File: config.mk
export PLATFORM = sky130hd
export DESIGN_NAME = dmem_arbiter_flat
export DESIGN_NICKNAME = d
export VERILOG_FILES = /design/src/rtl/dmem_arbiter_if.sv /design/src/rtl/dmem_arbiter.sv /design/src/flat_wrapper.sv
export SDC_FILE = /design/constraint.sdc
export NUM_CORES = 1
export LEC_CHECK = 0
export ABC_CLOCK_PERIOD_IN_PS = 2100
export CORE_MARGIN = 2
export CORE_UTILIZATION = 25
export DETAILED_ROUTE_END_ITERATION = 10
export PLACE_DENSITY = 0.78
export SKIP_CTS_REPAIR_TIMING = 1
export SLEW_MARGIN = 40
export SYNTH_ARGS = -nofsm -noshare
export SYNTH_HDL_FRONTEND = slang
export SYNTH_SLANG_ARGS = --single-unit
File: constraint.sdc
create_clock -name clk -period 2.1 [get_ports clk]
set_clock_uncertainty 0.1 [all_clocks]
set_input_delay 0.42 -clock clk [delete_from_list [all_inputs] [get_ports clk]]
set_output_delay 0.42 -clock clk [all_outputs]
set_load 0.005 [all_outputs]
File: src/rtl/dmem_arbiter_if.sv
// Bus bundle between the pipeline MEM stage, the debug/dump port, the
// data memory and the arbiter. The arbiter takes the slave view; whatever
// drives the requesters and models the memory takes the master view.
interface dmem_arbiter_if #(parameter int ADDR_W = 9);
   logic              cpu_req;
   logic              cpu_we;
   logic [1:0]        cpu_size;
   logic [ADDR_W-1:0] cpu_addr;
   logic [31:0]       cpu_wdata;
   logic              cpu_stall;
   logic [31:0]       cpu_rdata;
   logic              cpu_rvalid;
   logic              cpu_err;

   logic              dbg_req;
   logic              dbg_we;
   logic [ADDR_W-1:0] dbg_addr;
   logic [31:0]       dbg_wdata;
   logic              dbg_gnt;
   logic [31:0]       dbg_rdata;
   logic              dbg_rvalid;

   logic              mem_en;
   logic              mem_we;
   logic [3:0]        mem_be;
   logic [ADDR_W-1:0] mem_addr;
   logic [31:0]       mem_wdata;
   logic [31:0]       mem_rdata;

   modport slave (
      input  cpu_req, cpu_we, cpu_size, cpu_addr, cpu_wdata,
      output cpu_stall, cpu_rdata, cpu_rvalid, cpu_err,
      input  dbg_req, dbg_we, dbg_addr, dbg_wdata,
      output dbg_gnt, dbg_rdata, dbg_rvalid,
      output mem_en, mem_we, mem_be, mem_addr, mem_wdata,
      input  mem_rdata
   );

   modport master (
      output cpu_req, cpu_we, cpu_size, cpu_addr, cpu_wdata,
      input  cpu_stall, cpu_rdata, cpu_rvalid, cpu_err,
      output dbg_req, dbg_we, dbg_addr, dbg_wdata,
      input  dbg_gnt, dbg_rdata, dbg_rvalid,
      input  mem_en, mem_we, mem_be, mem_addr, mem_wdata,
      output mem_rdata
   );
endinterface

File: src/rtl/dmem_arbiter.sv
// Single-port data-memory arbiter: MEM-stage loads/stores versus a word-wide
// debug port. One access per cycle, big-endian lane steering on stores and
// lane select plus zero-extension on loads. Debug is starvation-bounded.
module dmem_arbiter #(
   parameter int ADDR_W     = 9,
   parameter int STARVE_MAX = 4
) (
   input  logic          clk,
   input  logic          reset,
   dmem_arbiter_if.slave bus
);
   localparam int CNT_W = $clog2(STARVE_MAX + 1);

   logic [CNT_W-1:0]  starve_cnt;
   logic              rd_valid;
   logic              rd_owner;   // 1 = debug read
   logic [1:0]        rd_size;
   logic [1:0]        rd_off;
   logic              cpu_err_q;

   logic              misalign;
   logic              dbg_win;
   logic              dbg_gnt;
   logic              cpu_gnt;
   logic              cpu_acc;
   logic [3:0]        cpu_be;
   logic [31:0]       cpu_wd;
   logic [ADDR_W-1:0] sel_addr;
   logic [31:0]       lane;

   // Alignment check on the CPU request
   always_comb begin
      misalign = 1'b0;
      case (bus.cpu_size)
         2'b00:   misalign = 1'b0;
         2'b01:   misalign = bus.cpu_addr[0];
         default: misalign = (bus.cpu_addr[1:0] != 2'b00);
      endcase
   end

   // Arbitration; nothing is granted while reset is held
   always_comb begin
      dbg_win = bus.dbg_req & (~bus.cpu_req | (starve_cnt == CNT_W'(STARVE_MAX)));
      dbg_gnt = reset & dbg_win;
      cpu_gnt = reset & bus.cpu_req & ~dbg_win;
      cpu_acc = cpu_gnt & ~misalign;
   end

   // Big-endian store steering for CPU accesses
   always_comb begin
      cpu_be = 4'b1111;
      cpu_wd = bus.cpu_wdata;
      case (bus.cpu_size)
         2'b00: begin
            cpu_be = 4'b1000 >> bus.cpu_addr[1:0];
            cpu_wd = {4{bus.cpu_wdata[7:0]}};
         end
         2'b01: begin
            cpu_be = bus.cpu_addr[1] ? 4'b0011 : 4'b1100;
            cpu_wd = {2{bus.cpu_wdata[15:0]}};
         end
         default: begin
            cpu_be = 4'b1111;
            cpu_wd = bus.cpu_wdata;
         end
      endcase
   end

   // Memory strobe mux; all memory outputs idle at zero
   always_comb begin
      sel_addr = dbg_gnt ? bus.dbg_addr : bus.cpu_addr;
      bus.mem_en    = dbg_gnt | cpu_acc;
      bus.mem_we    = dbg_gnt ? bus.dbg_we : (cpu_acc & bus.cpu_we);
      bus.mem_be    = dbg_gnt ? 4'b1111 : (cpu_acc ? cpu_be : 4'b0000);
      bus.mem_addr  = bus.mem_en ? (sel_addr & ~ADDR_W'(3)) : '0;
      bus.mem_wdata = dbg_gnt ? bus.dbg_wdata : (cpu_acc ? cpu_wd : 32'h0);
   end

   // Starvation counter, read tag and misalignment error flag
   always_ff @(posedge clk or negedge reset) begin
      if (!reset) begin
         starve_cnt <= '0;
         rd_valid   <= 1'b0;
         rd_owner   <= 1'b0;
         rd_size    <= 2'b00;
         rd_off     <= 2'b00;
         cpu_err_q  <= 1'b0;
      end else begin
         if (!bus.dbg_req || dbg_gnt)
            starve_cnt <= '0;
         else if (starve_cnt != CNT_W'(STARVE_MAX))
            starve_cnt <= starve_cnt + 1'b1;
         rd_valid  <= bus.mem_en & ~bus.mem_we;
         cpu_err_q <= cpu_gnt & misalign;
         if (bus.mem_en && !bus.mem_we) begin
            rd_owner <= dbg_gnt;
            rd_size  <= bus.cpu_size;
            rd_off   <= bus.cpu_addr[1:0];
         end
      end
   end

   // Load lane select and zero-extension for the CPU
   always_comb begin
      lane = bus.mem_rdata;
      case (rd_size)
         2'b00: begin
            case (rd_off)
               2'b00:   lane = {24'h0, bus.mem_rdata[31:24]};
               2'b01:   lane = {24'h0, bus.mem_rdata[23:16]};
               2'b10:   lane = {24'h0, bus.mem_rdata[15:8]};
               default: lane = {24'h0, bus.mem_rdata[7:0]};
            endcase
         end
         2'b01:   lane = rd_off[1] ? {16'h0, bus.mem_rdata[15:0]} : {16'h0, bus.mem_rdata[31:16]};
         default: lane = bus.mem_rdata;
      endcase
   end

   // Requester-facing outputs
   always_comb begin
      bus.cpu_stall  = bus.cpu_req & ~cpu_gnt;
      bus.cpu_rvalid = rd_valid & ~rd_owner;
      bus.cpu_rdata  = bus.cpu_rvalid ? lane : 32'h0;
      bus.cpu_err    = cpu_err_q;
      bus.dbg_gnt    = dbg_gnt;
      bus.dbg_rvalid = rd_valid & rd_owner;
      bus.dbg_rdata  = bus.dbg_rvalid ? bus.mem_rdata : 32'h0;
   end
endmodule

File: src/flat_wrapper.sv
// flat-port wrapper written by rule: the top's interface ports become plain ports
module dmem_arbiter_flat 
#(
   parameter int ADDR_W     = 9,
   parameter int STARVE_MAX = 4
)
  (clk, reset, bus_cpu_req, bus_cpu_we, bus_cpu_size, bus_cpu_addr, bus_cpu_wdata, bus_cpu_stall, bus_cpu_rdata, bus_cpu_rvalid, bus_cpu_err, bus_dbg_req, bus_dbg_we, bus_dbg_addr, bus_dbg_wdata, bus_dbg_gnt, bus_dbg_rdata, bus_dbg_rvalid, bus_mem_en, bus_mem_we, bus_mem_be, bus_mem_addr, bus_mem_wdata, bus_mem_rdata);
  dmem_arbiter_if #(.ADDR_W(ADDR_W)) bus_i ();
  input  logic clk;
  input  logic reset;
  input wire logic [$bits(bus_i.cpu_req)-1:0] bus_cpu_req;
  input wire logic [$bits(bus_i.cpu_we)-1:0] bus_cpu_we;
  input wire logic [$bits(bus_i.cpu_size)-1:0] bus_cpu_size;
  input wire logic [$bits(bus_i.cpu_addr)-1:0] bus_cpu_addr;
  input wire logic [$bits(bus_i.cpu_wdata)-1:0] bus_cpu_wdata;
  output wire logic [$bits(bus_i.cpu_stall)-1:0] bus_cpu_stall;
  output wire logic [$bits(bus_i.cpu_rdata)-1:0] bus_cpu_rdata;
  output wire logic [$bits(bus_i.cpu_rvalid)-1:0] bus_cpu_rvalid;
  output wire logic [$bits(bus_i.cpu_err)-1:0] bus_cpu_err;
  input wire logic [$bits(bus_i.dbg_req)-1:0] bus_dbg_req;
  input wire logic [$bits(bus_i.dbg_we)-1:0] bus_dbg_we;
  input wire logic [$bits(bus_i.dbg_addr)-1:0] bus_dbg_addr;
  input wire logic [$bits(bus_i.dbg_wdata)-1:0] bus_dbg_wdata;
  output wire logic [$bits(bus_i.dbg_gnt)-1:0] bus_dbg_gnt;
  output wire logic [$bits(bus_i.dbg_rdata)-1:0] bus_dbg_rdata;
  output wire logic [$bits(bus_i.dbg_rvalid)-1:0] bus_dbg_rvalid;
  output wire logic [$bits(bus_i.mem_en)-1:0] bus_mem_en;
  output wire logic [$bits(bus_i.mem_we)-1:0] bus_mem_we;
  output wire logic [$bits(bus_i.mem_be)-1:0] bus_mem_be;
  output wire logic [$bits(bus_i.mem_addr)-1:0] bus_mem_addr;
  output wire logic [$bits(bus_i.mem_wdata)-1:0] bus_mem_wdata;
  input wire logic [$bits(bus_i.mem_rdata)-1:0] bus_mem_rdata;
  assign bus_i.cpu_req = bus_cpu_req;
  assign bus_i.cpu_we = bus_cpu_we;
  assign bus_i.cpu_size = bus_cpu_size;
  assign bus_i.cpu_addr = bus_cpu_addr;
  assign bus_i.cpu_wdata = bus_cpu_wdata;
  assign bus_cpu_stall = bus_i.cpu_stall;
  assign bus_cpu_rdata = bus_i.cpu_rdata;
  assign bus_cpu_rvalid = bus_i.cpu_rvalid;
  assign bus_cpu_err = bus_i.cpu_err;
  assign bus_i.dbg_req = bus_dbg_req;
  assign bus_i.dbg_we = bus_dbg_we;
  assign bus_i.dbg_addr = bus_dbg_addr;
  assign bus_i.dbg_wdata = bus_dbg_wdata;
  assign bus_dbg_gnt = bus_i.dbg_gnt;
  assign bus_dbg_rdata = bus_i.dbg_rdata;
  assign bus_dbg_rvalid = bus_i.dbg_rvalid;
  assign bus_mem_en = bus_i.mem_en;
  assign bus_mem_we = bus_i.mem_we;
  assign bus_mem_be = bus_i.mem_be;
  assign bus_mem_addr = bus_i.mem_addr;
  assign bus_mem_wdata = bus_i.mem_wdata;
  assign bus_i.mem_rdata = bus_mem_rdata;
  dmem_arbiter #(.ADDR_W(ADDR_W), .STARVE_MAX(STARVE_MAX)) u_core (.clk(clk), .reset(reset), .bus(bus_i));
endmodule
# [Word level (Yosys, flattened, before mapping)]
# Cells that the tools add are included.
[totals] ff_bits=10 input_bits=122 output_inout_bits=116 wordCells=60
[op_classes] n_addsub=1 eq_ne=6 shift=1 n_mux=18 n_bitwise=19 reduce_logical=9
[op_table] cell="$mux W32" count=4
[op_table] cell="$pmux W32 S2" count=2
[op_table] cell="$pmux W8 S3" count=1
[op_table] cell="$mux W9" count=2
[op_table] cell="$mux W16" count=1
[op_table] cell="$mux W4" count=3
[op_table] cell="$and A1 B1 Y1" count=11
[op_table] cell="$pmux W4 S2" count=1
[op_table] cell="$eq A2 B1 Y1 const B" count=3
[op_table] cell="$logic_not A2 Y1" count=3
[op_table] cell="$mux W3" count=2
[op_table] cell="$not A1 Y1" count=6
[op_table] cell="$reduce_bool A2 Y1" count=2
[op_table] cell="$shr A4 B2 Y4 const A" count=1
[op_table] cell="$add A3 B1 Y3 const B" count=1
[op_table] cell="$eq A3 B3 Y1 const B" count=1
[op_table] cell="$ne A3 B3 Y1 const B" count=1
[op_table] cell="$eq A2 B2 Y1 const B" count=1
[op_table] cell="$logic_not A1 Y1" count=2
[op_table] cell="$or A1 B1 Y1" count=2
[op_table] cell="$pmux W1 S2" count=1
[op_table] cell="$logic_and A1 B1 Y1" count=1
[op_table] cell="$logic_or A1 B1 Y1" count=1
[op_table] cell="$mux W1" count=1

# [Logic depth before layout (Yosys ltp)]
[logic_depth] word_depth=10 mapped_depth=8 mapped_depth_nobuf=7

# [Least setup slack after synthesis]
# OpenSTA, ideal clock, no wires.
[synth_timing] path_type="register to output" start="reg u_core.starve_cnt[0]" end="out bus_mem_addr[2]" t_arrival_ns=1.537 required_ns=1.580 path_slack_ns=0.043 path_stages_with_launch=8 n_path_buf=1 path_cell_list="dfrtp_1 -> inv_1 -> ha_1 -> nand3_1 -> nand3_1 -> nor2_2 -> buf_4 -> a22o_1"
[synth_between] elab_chain_cells=8 word_cells_on_any_way=10 classes_between="1 x eq/ne; 2 x mux; 7 x bitwise"
[synth_lines] item="start, declared" line="dmem_arbiter.sv:14" rtl="logic [CNT_W-1:0] starve_cnt;"
[synth_lines] item="start signal, assigned" line="dmem_arbiter.sv:92" rtl="starve_cnt <= starve_cnt + 1'b1;"
[synth_lines] item="$eq A3 B3 Y1 *" line="dmem_arbiter.sv:43" rtl="dbg_win = bus.dbg_req & (~bus.cpu_req | (starve_cnt == CNT_W'(STARVE_MAX)));"
[synth_lines] item="$or A1 B1 Y1 *" line="dmem_arbiter.sv:43"
[synth_lines] item="$and A1 B1 Y1 *" line="dmem_arbiter.sv:43"
[synth_lines] item="$not A1 Y1" line="dmem_arbiter.sv:45" rtl="cpu_gnt = reset & bus.cpu_req & ~dbg_win;"
[synth_lines] item="$and A1 B1 Y1" line="dmem_arbiter.sv:45"
[synth_lines] item="$and A1 B1 Y1" line="dmem_arbiter.sv:46" rtl="cpu_acc = cpu_gnt & ~misalign;"
[synth_lines] item="$or A1 B1 Y1" line="dmem_arbiter.sv:72" rtl="bus.mem_en = dbg_gnt | cpu_acc;"
[synth_lines] item="$mux W9 *" line="dmem_arbiter.sv:75" rtl="bus.mem_addr = bus.mem_en ? (sel_addr & ~ADDR_W'(3)) : '0;"
[synth_lines] item="end, declared" line="flat_wrapper.sv:30" rtl="output wire logic [$bits(bus_i.mem_addr)-1:0] bus_mem_addr;"
# Every way passes the cells marked *; elsewhere a longest branch is shown, timed or not.

# [Final worst setup path]
[layout_timing] start="reg u_core.starve_cnt[1]" end="out bus_mem_wdata[18]"
[layout_between] elab_chain_cells=8 word_cells_on_any_way=9 classes_between="1 x eq/ne; 2 x mux; 6 x bitwise"
[layout_lines] item="$eq A3 B3 Y1 *" line="dmem_arbiter.sv:43"
[layout_lines] item="$or A1 B1 Y1 *" line="dmem_arbiter.sv:43"
[layout_lines] item="$and A1 B1 Y1 *" line="dmem_arbiter.sv:43"
[layout_lines] item="$not A1 Y1" line="dmem_arbiter.sv:45"
[layout_lines] item="$and A1 B1 Y1" line="dmem_arbiter.sv:45"
[layout_lines] item="$and A1 B1 Y1" line="dmem_arbiter.sv:46"
[layout_lines] item="$mux W32" line="dmem_arbiter.sv:76" rtl="bus.mem_wdata = dbg_gnt ? bus.dbg_wdata : (cpu_acc ? cpu_wd : 32'h0);"
[layout_lines] item="$mux W32 *" line="dmem_arbiter.sv:76"
[layout_lines] item="end, declared" line="flat_wrapper.sv:31" rtl="output wire logic [$bits(bus_i.mem_wdata)-1:0] bus_mem_wdata;"
# Marked as above.

==> summary.md <==
| Metric | Value |
|---|---|
| Avg WL per Cell | `19.1 um` |
| Cell Pwr Density | `328 nW/um^2` |
| CTS tree | `yes` |
| Final min period | `between 2 and 2.5 ns` |
| Synthesized area | `2080 um^2` |
| Net Sw Power | `just under 700 uW` |
| Slew Viols, Final | `0` |
| Max Fanout on Critical Path | `6` |
| P_leak | `3.65 nW` |
| Number of synthesized flops with an enable pin | `0` |
| Sequential area share after synthesis | `0.120` |
| Clk sinks | `10` |
| Overall Power | `roughly 1.9 mW` |
| Initial Util | `0.256` |
| RSZ-0062 raised after global routing | `yes` |
| Int Power | `around 1.2 mW` |
| Number of synthesized register bits | `10` |
| Site Rows | `33` |
| Crit-path slowest cell | `dfrtp_1` |
| Synth area leader | `mux2i_1` |
| First-pass GRT wire length | `between 15 and 20 mm` |
| Vias in the first global route | `3198` |
| DR pass1 iterations | `4` |
| Pre-CTS WS | `-0.743 ns` |
| Num CTS Buffers | `3` |
| DPL Wire Length | `~9 mm` |
| Max IR drop VDD | `0.224 mV` |
| Worst hold path class | `input pin to asynchronous set/reset pin` |
| Depth of the CTS H-tree | `1` |
| Multiplexer area fraction after synthesis | `0.252` |
| Ant diodes | `0` |
| Crit. End Element | `output port` |
| Final setup violating endpoints | `53` |
| Simple-gate portion of the synthesized area | `0.319` |
| GRT Overall Usage | `0.228` |
| DR DRC count | `0` |
| Via count | `between 3000 and 4000` |
| Max cap viols | `0` |
| Crit start category | `flop` |
| Fin nets | `between 700 and 800` |
| Routed vias/inst | `roughly 5.1` |
| Final hold vios | `0` |
| Clk root buf | `clkbuf_8` |
| Required time at the worst-slack endpoint | `approximately 1.6 ns` |
| DIE HEIGHT | `approximately 95 um` |
| Adder-Cell Fraction of Synth Area | `0.0120` |
| Setup Crit Path Kind | `flop to output port` |
| Port bufs | `233` |
| Synth top area cells | `mux2i_1 23%, and3_1 14%, dfrtp_1 12%` |
| # placed instances | `between 600 and 700` |
| Clock Latency Late Sink | `0.24 ns` |
| Util after Layout | `0.716` |
| Placement Cell Area | `4900 um^2` |
| Die Footprint | `9070 um^2` |
| Arrival @ worst endpoint | `roughly 1.9 ns` |
| Total Routed Length | `roughly 14 mm` |
| Yosys cell types | `33` |
| PnR worst setup slack | `-0.316 ns` |
| Critical-path cell list | `inv_2, ha_4, nand2_2, a21o_1, inv_4, buf_6, buf_6, clkbuf_16, nand2_2, o21ai_1, buf_2` |
| Routability cong. | `roughly 0.8` |
| Final instance area | `5820 um^2` |
| Sequential share of power | `0.133` |
| Final period util | `1.15` |
| Initial antenna violation count | `0` |
| Clock power frac | `0.129` |
| Sw frac | `0.360` |
| Largest family of logic cells by synthesized area | `simple AND/OR/NAND/NOR gates` |
| GRT Residual Overflow | `0` |
| Post-synthesis cell count | `between 200 and 300` |
| P&R area growth vs syn | `180%` |
| Core Area | `about 8100 um^2` |
| Synth Area in XOR/XNOR | `0.0168` |
| Clk buf depth | `2` |
| Initial DRC count | `131` |
| Commonest non-fill, non-tap cells in the layout | `117 x clkdlybuf4s50_1, 62 x buf_4, 56 x dlymetal6s2s_1, 48 x and3_1` |
| Fill cells | `roughly 630` |
| Post-synthesis compound-gate area fraction | `0.206` |
| Area share of the largest cell type after synthesis | `0.231` |
| Commonest non-fill, non-tap cell in the layout | `clkdlybuf4s50_1` |
| Fmax achieved | `between 400 and 500 MHz` |
| Die X | `95.3 um` |
| Share of cells above drive strength 1 | `0.392` |
| Top_reg_cell synth | `dfrtp_1` |
| Avg Inst Size Synth | `just over 7 um^2` |
| Largest net degree at the start of global routing | `41` |
| Top-Level Pins | `approximately 240` |
| Status | `finished, violations left` |
| Antenna Violating Nets Remaining | `0` |
| Synth warnings | `0` |
| Gate power share | `0.738` |
| Clk pin slew, worst setup/hold paths | `roughly 0.050 ns` |
| Fin cells | `a little over 700` |
| Crit-path max cell delay | `slightly below 0.4 ns` |
| Ys async rst share | `1.00` |
| Failing checks | `setup timing` |
logic make-up (layout without fill, tap and decap cells):
family,Yosys count,in the layout
AO/OA/AOI/OAI,68,68
XOR/XNOR,4,4
adder cells (fa/ha/maj),2,2
buffers and inverters,30,353
flip-flops,10,10
multiplexers,52,52
other,1,2
AND/OR/NAND/NOR,124,124
per-layer routing:
| layer | GRT usage | vias up | wire length (um) |
|---|---|---|---|
| li1 | - | 1709 | - |
| met1 | 0.234 | 1775 | 4930 |
| met2 | 0.452 | 196 | 7530 |
| met3 | 0.0545 | 25 | 1040 |
| met4 | 0.0616 | 0 | 273 |
| met5 | 0 | - | 0 |
worst max-delay path, delay by kind of cell, from the launching register on:
family                   cells  cell delay (ns)
AND/OR/NAND/NOR              2             0.11
buffers and inverters        6             0.70
AO/OA/AOI/OAI                2             0.26
adder cells (fa/ha/maj)      1             0.17
flip-flops                   1             0.39
synthesized netlist by cell type, types with 3 or more instances:
master and instances:
and3_1 48, nand3_1 3, mux2_2 4, and2_1 11
dfrtp_1 10, clkbuf_1 12, o21ai_0 35, buf_4 3
a22o_1 16, a21oi_1 11, o31ai_1 3, nor2_1 12
inv_1 3, nand2_1 41, xnor2_1 3, mux2i_1 48
buf_2 9
state kept, by name (all words and copies together), names as in the netlist:
| register | flops |
|---|---|
| u_core.starve_cnt | 3 |
| u_core.rd_size | 2 |
| u_core.rd_owner | 1 |
| u_core.bus.cpu_err | 1 |
| u_core.rd_off | 2 |
| u_core.rd_valid | 1 |
power groups by stage:
stage / logic, mW / registers, mW / clock network (mW)
final: 1.41 / 0.255 / 0.247
after global routing: 1.48 / 0.260 / 0.260
after CTS: 1.14 / 0.249 / 0.252
after detailed placement: 1.14 / 0.252 / 0
after global placement: 1.12 / 0.249 / 0
after floorplan: 0.440 / 0.249 / 0
through the flow:
stage               setup TNS (ns)  hold WS, ns
floorplan                        0       0.0244
global placement            -36.45        0.478
detailed placement          -37.46        0.494
CTS                         -41.89        0.457
global route                -14.60        0.174
finish                      -10.19        0.162
layout make-up:
cell class | instances | area, um^2 | area share
clock buffer | 4 | 55.1 | 0.00945
tap | 105 | 131 | 0.0226
multi-input combinational | 252 | 1950 | 0.335
sequential | 10 | 251 | 0.0432
timing repair buffer | 346 | 3420 | 0.587
inverter | 3 | 13.8 | 0.00236
final timing paths:
check	startpoint	to	slack, ns	cells after the start
hold reg to reg	u_core.rd_off[0]	u_core.rd_off[0]	0.51	2
max in group asynchronous	reset	u_core.rd_off[1]	1.58	2
hold / removal	reset	u_core.bus.cpu_err	0.16	2
setup reg to reg	u_core.starve_cnt[1]	u_core.rd_off[0]	0.14	8
min in group clk	bus_cpu_size[1]	u_core.bus.cpu_err	0.47	3
setup / recovery	u_core.starve_cnt[1]	bus_mem_wdata[18]	-0.32	11
No activity file was read; power rests on OpenSTA's default activity.
